### config.mk
export PLATFORM = sky130hd
export DESIGN_NAME = sdram_auto_refresh
export DESIGN_NICKNAME = d
export VERILOG_FILES = /design/src/rtl/sdram_pkg.sv /design/src/rtl/sdram_ref_timer.sv /design/src/rtl/sdram_auto_refresh.sv
export SDC_FILE = /design/constraint.sdc
export NUM_CORES = 1
export LEC_CHECK = 0
export BUFFER_PORTS_ARGS = -buffer_cell sky130_fd_sc_hd__buf_2
export CAP_MARGIN = 40
export CORE_AREA = 2 2 57 59
export CTS_CLUSTER_DIAMETER = 60
export DETAILED_ROUTE_END_ITERATION = 12
export DIE_AREA = 0 0 59 61
export PLACE_DENSITY = 0.71
export SYNTH_ARGS = -nofsm -noshare
export SYNTH_HDL_FRONTEND = slang
export SYNTH_SLANG_ARGS = --single-unit
### constraint.sdc
create_clock -name sys_clk -period 4.4 [get_ports sys_clk]
set_clock_uncertainty 0.1 [all_clocks]
set_input_delay 0.44 -clock sys_clk [delete_from_list [all_inputs] [get_ports sys_clk]]
set_output_delay 0.44 -clock sys_clk [all_outputs]
set_load 0.1 [all_outputs]
### src/rtl/sdram_pkg.sv
// Shared definitions for the SDRAM auto-refresh slice: command encodings,
// address-bus constants and the refresh sequencer state type.
package sdram_pkg;

    // SDRAM commands as {CS_n, RAS_n, CAS_n, WE_n}
    localparam logic [3:0]  CMD_NOP          = 4'b0111;
    localparam logic [3:0]  CMD_PRECHARGE    = 4'b0010;
    localparam logic [3:0]  CMD_AUTO_REFRESH = 4'b0001;

    // Address / bank values driven by the refresh block
    localparam logic [11:0] ADDR_IDLE    = 12'hFFF;
    localparam logic [11:0] ADDR_PRE_ALL = 12'h400;   // A10=1 selects all banks
    localparam logic [11:0] ADDR_ZERO    = 12'h000;
    localparam logic [1:0]  BA_IDLE      = 2'b11;
    localparam logic [1:0]  BA_ZERO      = 2'b00;

    // Refresh sequencer states
    typedef enum logic [2:0] {
        AR_IDLE     = 3'd0,
        AR_PRE      = 3'd1,
        AR_WAIT_RP  = 3'd2,
        AR_AREF     = 3'd3,
        AR_WAIT_RFC = 3'd4,
        AR_DONE     = 3'd5
    } ar_state_e;

endpackage

### src/rtl/sdram_ref_timer.sv
// Refresh interval timer with a sticky pending-request flag.
// Optional build macro SDRAM_AR_URGENT_EN adds a sticky "interval missed" flag.
module sdram_ref_timer
    import sdram_pkg::*;
#(
    parameter int unsigned REF_INTERVAL = 750
) (
    input  logic clk_i,
    input  logic rst_ni,
    input  logic init_done_i,
    input  logic accept_i,
    output logic req_o
`ifdef SDRAM_AR_URGENT_EN
    ,
    output logic urgent_o
`endif
);

    localparam int unsigned TW = (REF_INTERVAL > 1) ? $clog2(REF_INTERVAL) : 1;
    localparam logic [TW-1:0] TC = TW'(REF_INTERVAL - 1);

    logic [TW-1:0] timer_q, timer_d;
    logic          expire_s;
    logic          req_q, req_d;

    // Next timer value and expiry strobe; the timer free-runs while init_done is high
    always_comb begin
        timer_d  = timer_q;
        expire_s = 1'b0;
        if (!init_done_i) begin
            timer_d = '0;
        end else if (timer_q == TC) begin
            timer_d  = '0;
            expire_s = 1'b1;
        end else begin
            timer_d = timer_q + TW'(1);
        end
    end

    // Pending request: expiry sets (and wins over accept), accept clears
    always_comb begin
        req_d = req_q;
        if (!init_done_i) begin
            req_d = 1'b0;
        end else if (expire_s) begin
            req_d = 1'b1;
        end else if (accept_i) begin
            req_d = 1'b0;
        end else begin
            req_d = req_q;
        end
    end

    // Timer and request registers
    always_ff @(posedge clk_i or negedge rst_ni) begin
        if (!rst_ni) begin
            timer_q <= '0;
            req_q   <= 1'b0;
        end else begin
            timer_q <= timer_d;
            req_q   <= req_d;
        end
    end

    assign req_o = req_q;

`ifdef SDRAM_AR_URGENT_EN
    logic urgent_q, urgent_d;

    // Urgent flag: an expiry found a request still pending; set wins over accept
    always_comb begin
        urgent_d = urgent_q;
        if (expire_s && req_q) begin
            urgent_d = 1'b1;
        end else if (accept_i) begin
            urgent_d = 1'b0;
        end else begin
            urgent_d = urgent_q;
        end
    end

    // Urgent flag register
    always_ff @(posedge clk_i or negedge rst_ni) begin
        if (!rst_ni) begin
            urgent_q <= 1'b0;
        end else begin
            urgent_q <= urgent_d;
        end
    end

    assign urgent_o = urgent_q;
`endif

endmodule

### src/rtl/sdram_auto_refresh.sv
// SDRAM auto-refresh block: periodic request generation plus the
// PRECHARGE ALL / AUTO REFRESH command sequence on the ar_* bus.
// Optional build macro SDRAM_AR_URGENT_EN adds the ar_urgent output.
module sdram_auto_refresh
    import sdram_pkg::*;
#(
    parameter int unsigned REF_INTERVAL = 750,
    parameter int unsigned T_RP         = 2,
    parameter int unsigned T_RFC        = 7,
    parameter int unsigned AR_COUNT     = 2
) (
    input  logic        sys_clk,
    input  logic        sys_rst_n,
    input  logic        init_done,
    input  logic        ar_en,
    output logic        ar_req,
    output logic        ar_end,
    output logic [11:0] ar_addro,
    output logic [1:0]  ar_bao,
    output logic [3:0]  ar_cmdo
`ifdef SDRAM_AR_URGENT_EN
    ,
    output logic        ar_urgent
`endif
);

    localparam int unsigned WMAX = (T_RP > T_RFC) ? T_RP : T_RFC;
    localparam int unsigned WW   = $clog2(WMAX + 1);
    localparam int unsigned RW   = $clog2(AR_COUNT + 1);
    // Last wait-counter value in each wait state (waits last T-1 cycles)
    localparam logic [WW-1:0] RP_LAST  = (T_RP  >= 2) ? WW'(T_RP  - 2) : '0;
    localparam logic [WW-1:0] RFC_LAST = (T_RFC >= 2) ? WW'(T_RFC - 2) : '0;
    localparam logic [RW-1:0] REF_MAX  = RW'(AR_COUNT);

    ar_state_e     state_q, state_d;
    logic [WW-1:0] wait_q, wait_d;
    logic [RW-1:0] ref_q, ref_d;
    logic          accept_s;
    logic [3:0]    cmd_q, cmd_d;
    logic [11:0]   addr_q, addr_d;
    logic [1:0]    ba_q, ba_d;
    logic          end_q, end_d;

    sdram_ref_timer #(
        .REF_INTERVAL (REF_INTERVAL)
    ) u_timer (
        .clk_i       (sys_clk),
        .rst_ni      (sys_rst_n),
        .init_done_i (init_done),
        .accept_i    (accept_s),
        .req_o       (ar_req)
`ifdef SDRAM_AR_URGENT_EN
        ,
        .urgent_o    (ar_urgent)
`endif
    );

    // Sequencer next state; ar_en only matters in IDLE
    always_comb begin
        state_d  = state_q;
        wait_d   = wait_q;
        ref_d    = ref_q;
        accept_s = 1'b0;
        case (state_q)
            AR_IDLE: begin
                if (ar_en) begin
                    accept_s = 1'b1;
                    ref_d    = '0;
                    state_d  = AR_PRE;
                end else begin
                    state_d  = AR_IDLE;
                end
            end
            AR_PRE: begin
                wait_d = '0;
                if (T_RP <= 1) begin
                    state_d = AR_AREF;
                end else begin
                    state_d = AR_WAIT_RP;
                end
            end
            AR_WAIT_RP: begin
                if (wait_q == RP_LAST) begin
                    state_d = AR_AREF;
                end else begin
                    wait_d = wait_q + WW'(1);
                end
            end
            AR_AREF: begin
                ref_d   = ref_q + RW'(1);
                wait_d  = '0;
                state_d = AR_WAIT_RFC;
            end
            AR_WAIT_RFC: begin
                if (wait_q == RFC_LAST) begin
                    if (ref_q < REF_MAX) begin
                        state_d = AR_AREF;
                    end else begin
                        state_d = AR_DONE;
                    end
                end else begin
                    wait_d = wait_q + WW'(1);
                end
            end
            AR_DONE: begin
                state_d = AR_IDLE;
            end
            default: begin
                state_d = AR_IDLE;
            end
        endcase
    end

    // Bus values for the state being entered, so outputs are registered with it
    always_comb begin
        cmd_d  = CMD_NOP;
        addr_d = ADDR_IDLE;
        ba_d   = BA_IDLE;
        end_d  = 1'b0;
        case (state_d)
            AR_PRE: begin
                cmd_d  = CMD_PRECHARGE;
                addr_d = ADDR_PRE_ALL;
                ba_d   = BA_ZERO;
            end
            AR_AREF: begin
                cmd_d  = CMD_AUTO_REFRESH;
                addr_d = ADDR_ZERO;
                ba_d   = BA_ZERO;
            end
            AR_DONE: begin
                end_d = 1'b1;
            end
            default: begin
                cmd_d = CMD_NOP;
            end
        endcase
    end

    // Sequencer state, counters and registered command bus
    always_ff @(posedge sys_clk or negedge sys_rst_n) begin
        if (!sys_rst_n) begin
            state_q <= AR_IDLE;
            wait_q  <= '0;
            ref_q   <= '0;
            cmd_q   <= CMD_NOP;
            addr_q  <= ADDR_IDLE;
            ba_q    <= BA_IDLE;
            end_q   <= 1'b0;
        end else begin
            state_q <= state_d;
            wait_q  <= wait_d;
            ref_q   <= ref_d;
            cmd_q   <= cmd_d;
            addr_q  <= addr_d;
            ba_q    <= ba_d;
            end_q   <= end_d;
        end
    end

    assign ar_cmdo  = cmd_q;
    assign ar_addro = addr_q;
    assign ar_bao   = ba_q;
    assign ar_end   = end_q;

endmodule
==> flow_metrics.tcl, run 1 <==
set metrics [dict create \
    status "completed" \
    yosys_warnings 0 \
    crit_path_start_kind "register" \
    cap_viol_max_count 0 \
    rsz0062_at_grt "no" \
    ys_ff_latch 23 \
    crit_type "register to output port" \
    worst_pin_slew_ns 0.643 \
    die-width_um 59 \
    slew_viol_final 0 \
    ys_types 40 \
    n_antenna_cell 0 \
    coreArea_um2 2950 \
    setup_violations 0 \
    hold_path_class "primary input to register" \
    crit_buf_inv 1 \
    dr.pass1.iters 4 \
    period_share 0.440 \
    post_cts_buffers 0 \
    die_h_um 61 \
    layoutNonFillerInstCount 171 \
    worst_path_largest_cell_delay_ns 0.63 \
    async_flop_share 1.00 \
    cts_tree "built" \
    dp_hpwl_um 1530 \
    path_delay_family "flip-flops" \
    critPathLaunch "ar_bao[0]" \
    nets 148 \
    synth_nets 137 \
    timing.final.crit_period_ns 1.93 \
    layout_common_cells "buf_2, dfrtp_1, nor2_1, inv_1, nand2_1" \
    timing.setup.tns_ns 0 \
    placedCellCount 166 \
    start_util 0.430 \
    syn_inst 128 \
    vias 893 \
    root_buffer "clkbuf_4" \
    drt-initial-drc-count 46 \
    drc_errors 0 \
    htree_levels 1 \
    pre_cts_slack_ns 2.66 \
    synth_edf_count 0 \
    hold_violations 0 \
    first_global_vias 820 \
    wl_per_cell_um 11.7 \
    crit_path_max_fanout 14 \
    overflow 0 \
    crit_required_ns 3.86 \
    ant_nets 0 \
    grt_pass1_wl_um 3500 \
    grt_max_degree 24 \
    r2r_start "state_q[2]" \
    crit_path_end_kind "output port" \
    final_common_cell "buf_2" \
    grt_use_total 0.128 \
    hold_ws_ns 0.253 \
    drive_above_1_share 0.246 \
    cts-resized-gates 0 \
    portBuffers 22 \
    syn_to_final_growth_pct 5.12 \
    antenna_found_initial 0 \
    vias_per_cell 5.22 \
    max_slew_margin 0.570 \
    ios 24 \
    cts.path.max_buffers 2 \
    synth_area_per_cell_um2 9.92 \
    netlist_area_um2 1270 \
    cts_made_buffers 3 \
    hold_buffers 1 \
    worstHoldStart "ar_en" \
    gp_congestion 0.817 \
    crit_chain "buf_2" \
    insertion_delay_ns 0.31 \
    yosysSeqAreaShare 0.456 \
    path_clk_slew_ns 0.12 \
    die_area_um2 3600 \
    rows 20 \
    routed_wl_um 2000 \
    crit_slowest_cell "dfstp_2" \
    cts_sinks 23 \
    fmax_ghz 0.517 \
    crit_arrival_ns 1.39 \
    ys.flop_type "dfrtp_1" \
    worst_slack_ns 2.47 \
]
## worst register-to-register path: cells and delay by family, from the launching register on
kind,cells,cell delay [ns]
AOI/OAI and AO/OA,2,0.25
and+or+nand+nor,2,0.89
DFF,1,0.48
## through the flow
step                 util  area, um^2
CTS                 0.452        1340
global route        0.452        1340
floorplan               -        1270
detailed placement  0.440        1300
finish              0.452        1340
global placement    0.440        1300
## synth_stat cells, types with 3 or more instances
master,count,area [um^2]
dfrtp_1,20,500
buf_4,15,113
nor2_1,12,45.0
inv_1,8,30.0
nand2_1,8,30.0
nand3_1,6,30.0
a21oi_1,5,25.0
ha_1,5,62.6
nor3_1,4,20.0
dfstp_2,3,78.8
o21ai_0,3,15.0
xnor2_1,3,26.3
xor2_1,3,26.3
## routing by layer
metal | wire length (um) | GRT usage
met1 | 853 | 0.143
met4 | 14 | 0.0357
met5 | 0 | 0
met3 | 126 | 0.0469
met2 | 1010 | 0.230
## area by class of cell
cell class              instances  area, um^2
clock buffers                   4        26.3
repair buffers                 23         120
flip-flops and latches         23         579
well taps                      33        41.3
inverters                       8        30.0
fillers                       283        1620
multi-input cells              80         538
## logic make-up (layout without fill, tap and decap cells)
kind of cell / Yosys count / count (layout) / share of synthesized area
simple gates: 47 / 47 / 0.206
buf+inv: 25 / 35 / 0.120
flops: 23 / 23 / 0.456
compound gates: 21 / 21 / 0.124
xor+xnor: 6 / 6 / 0.0414
fa+ha+maj: 5 / 5 / 0.0493
other cells: 1 / 1 / 0.00295
## sequential cells by signal (all words and copies together), names as in the netlist
signal,count
ref_q,2
state_q,3
ar_end,1
ar_bao,1
u_timer.req_o,1
ar_addro,1
u_timer.timer_q,10
ar_cmdo,1
wait_q,3
## path summary, 6_finish.rpt
path,endpoint,slack [ns],cells past startpoint
setup / recovery,ar_addro[1],2.47,1
hold / removal,ar_cmdo[0],0.25,2
setup reg to reg,wait_q[2],2.61,4
hold reg to reg,wait_q[1],0.43,2
max in group asynchronous,ar_bao[0],3.33,2
min in group asynchronous,wait_q[0],0.52,2
Power of run 1 is left out: the tool's default activity adds up to more than one toggle a clock period on the data nets, which glitch-free logic cannot reach.
==> inputs of run 2 (changes only) <==
--- a/config.mk
+++ b/config.mk
@@ -5,12 +5,13 @@
 export SDC_FILE = /design/constraint.sdc
 export NUM_CORES = 1
 export LEC_CHECK = 0
+export ABC_AREA = 1
 export BUFFER_PORTS_ARGS = -buffer_cell sky130_fd_sc_hd__buf_2
 export CAP_MARGIN = 40
-export CORE_AREA = 2 2 57 59
+export CORE_AREA = 2 2 58 60
 export CTS_CLUSTER_DIAMETER = 60
 export DETAILED_ROUTE_END_ITERATION = 12
-export DIE_AREA = 0 0 59 61
+export DIE_AREA = 0 0 60 62
 export PLACE_DENSITY = 0.71
 export SYNTH_ARGS = -nofsm -noshare
 export SYNTH_HDL_FRONTEND = slang
==> constraint.sdc (replaced) <==
create_clock -name sys_clk -period 2 [get_ports sys_clk]
set_clock_uncertainty 0.1 [all_clocks]
set_input_delay 0.2 -clock sys_clk [delete_from_list [all_inputs] [get_ports sys_clk]]
set_output_delay 0.2 -clock sys_clk [all_outputs]
set_load 0.1 [all_outputs]
==> run 2 against run 1 <==
Against the previous run:
- non-clock buffer count is 1 higher
- sequential cell count unchanged
- synthesized cell count rose by 24%
- clock-buffer cell count fell by 1
- register-to-register slack got worse by 2.0 ns
- via count up 8.8%
- routed wire length increased by 4.7%
- critical path depth is the same
- largest cell class unchanged
==> flow_metrics.tcl, run 2 <==
set metrics [dict create \
    status "completed" \
    crit_type "register to output port" \
    ys.flop_type "dfrtp_1" \
    synth_nets 168 \
    crit_path_start_kind "register" \
    setup_violations 0 \
    hold_path_class "primary input to register" \
    drt-initial-drc-count 23 \
    die-width_um 60 \
    overflow 0 \
    cts-resized-gates 0 \
    yosysTopAreaCellShare 0.377 \
    cts_sinks 23 \
    ys_ff_latch 23 \
    cts_made_buffers 3 \
    hold_violations 0 \
    crit_buf_inv 1 \
    rows 21 \
    layout_common_cells "nand2_1, buf_2, dfrtp_1, inv_1, nor2_1" \
    portBuffers 22 \
    path_delay_family "flip-flops" \
    netlist_area_um2 1330 \
    worst_pin_slew_ns 0.515 \
    top_register "u_timer.timer_q" \
    crit_slowest_cell "dfstp_2" \
    ios 24 \
    start_util 0.417 \
    syn_inst 159 \
    rsz0062_at_grt "no" \
    synth_top_cell_by_area "dfrtp_1" \
    max_slew_margin 0.657 \
    layoutNonFillerInstCount 217 \
    n_antenna_cell 0 \
    synth.area.top_cells "dfrtp_1, buf_4, nand2_1, dfstp_2, inv_1" \
    placedCellCount 211 \
    yosys_warnings 0 \
    vias 972 \
    antenna_found_initial 0 \
    drc_errors 0 \
    grt_max_degree 24 \
    routed_wl_um 2100 \
    gp_congestion 0.769 \
    cap_viol_max_count 0 \
    crit_chain "buf_2" \
    period_share 0.851 \
    vias_per_cell 4.48 \
    first_global_vias 842 \
    drive_above_1_share 0.275 \
    slew_viol_final 0 \
    crit_arrival_ns 1.40 \
    grt_pass1_wl_um 3440 \
    die_area_um2 3720 \
    timing.setup.tns_ns 0 \
    multi_input_comb_area_um2 548 \
    dr.pass1.iters 4 \
    final_common_cell "nand2_1" \
    hold_buffers 2 \
    synth.most_common_cell "nand2_1" \
    timing.final.crit_period_ns 1.70 \
    async_flop_share 1.00 \
    worst_path_largest_cell_delay_ns 0.64 \
    syn_to_final_growth_pct 7.17 \
    fmax_ghz 0.588 \
    seqCellArea_um2 579 \
    grt_use_total 0.123 \
    htree_levels 1 \
    crit_path_end_kind "output port" \
    wl_per_cell_um 9.66 \
    crit_path_max_fanout 14 \
    largest_register_ffs 10 \
    cts_tree "built" \
    path_clk_slew_ns 0.13 \
    fill_cells 315 \
    insertion_delay_ns 0.31 \
    post_cts_buffers 0 \
    ant_nets 0 \
    cts.path.max_buffers 2 \
    synth_edf_count 0 \
    yosys-top-cells-count "nand2_1, dfrtp_1, inv_1" \
    coreArea_um2 3180 \
    root_buffer "clkbuf_4" \
    synth_area_per_cell_um2 8.34 \
    yosysSeqAreaShare 0.437 \
    nets 181 \
    die_h_um 62 \
    dp_hpwl_um 1590 \
    crit_required_ns 1.70 \
    largest_registers "u_timer.timer_q: 10 flops, state_q: 3 flops, wait_q: 3 flops" \
    ys_types 23 \
]
-- run 2: cells by family (layout without fill, tap and decap cells) --
family / Yosys count / after routing / synth area share
compound gates: 10 / 10 / 0.0472
xor+xnor: 4 / 4 / 0.0264
other cells: 1 / 1 / 0.00283
buf+inv: 37 / 49 / 0.150
fa+ha+maj: 5 / 5 / 0.0472
simple gates: 79 / 79 / 0.290
flops: 23 / 23 / 0.437
-- run 2: final timing paths --
kind / startpoint / end / slack, ns / depth (start not counted)
setup / recovery: ar_bao[0] / ar_bao[0] / 0.30 / 1
hold / removal: init_done / u_timer.timer_q[8] / 0.05 / 3
setup reg to reg: wait_q[0] / ar_end / 0.63 / 7
hold reg to reg: u_timer.timer_q[0] / u_timer.timer_q[0] / 0.41 / 1
max in group asynchronous: sys_rst_n / ar_cmdo[0] / 1.16 / 2
min in group asynchronous: sys_rst_n / state_q[1] / 0.28 / 2
-- run 2: layout make-up --
| cell class | count | share of cell area |
|---|---|---|
| Sequential cell | 23 | 0.408 |
| Tap cell | 46 | 0.0405 |
| Timing Repair Buffer | 24 | 0.0915 |
| Clock buffer | 3 | 0.0158 |
| Clock inverter | 1 | 0.00352 |
| Multi-Input combinational cell | 99 | 0.386 |
| Inverter | 21 | 0.0555 |
-- run 2: metal layers --
metal	GRT usage	part of all wire	up-vias	wire length, um
met3	0.0207	0.045	0	94
met5	0	0	-	0
met2	0.210	0.48	22	1010
li1	-	-	511	-
met1	0.158	0.47	439	992
met4	0.0444	0	0	0
-- run 2: worst register-to-register path: cells and delay by family (launching register included) --
kind | cells | cell delay [ns]
buffers and inverters | 2 | 0.11
adder cells (fa/ha/maj) | 1 | 0.21
flip-flops | 1 | 0.45
AND/OR/NAND/NOR | 4 | 0.41
-- run 2: metrics by stage --
| stage | hold slack (ns) | setup slack [ns] | instance area, um^2 | util |
|---|---|---|---|---|
| detailed placement | 0.102 | 0.641 | 1370 | 0.432 |
| CTS | 0.0454 | 0.284 | 1420 | 0.447 |
| floorplan | -0.196 | 0.360 | 1330 | - |
| global route | 0.0592 | 0.222 | 1420 | 0.447 |
| finish | 0.0490 | 0.298 | 1420 | 0.447 |
| global placement | 0.0993 | 0.647 | 1370 | 0.432 |
Power of run 2 is left out for the same reason.
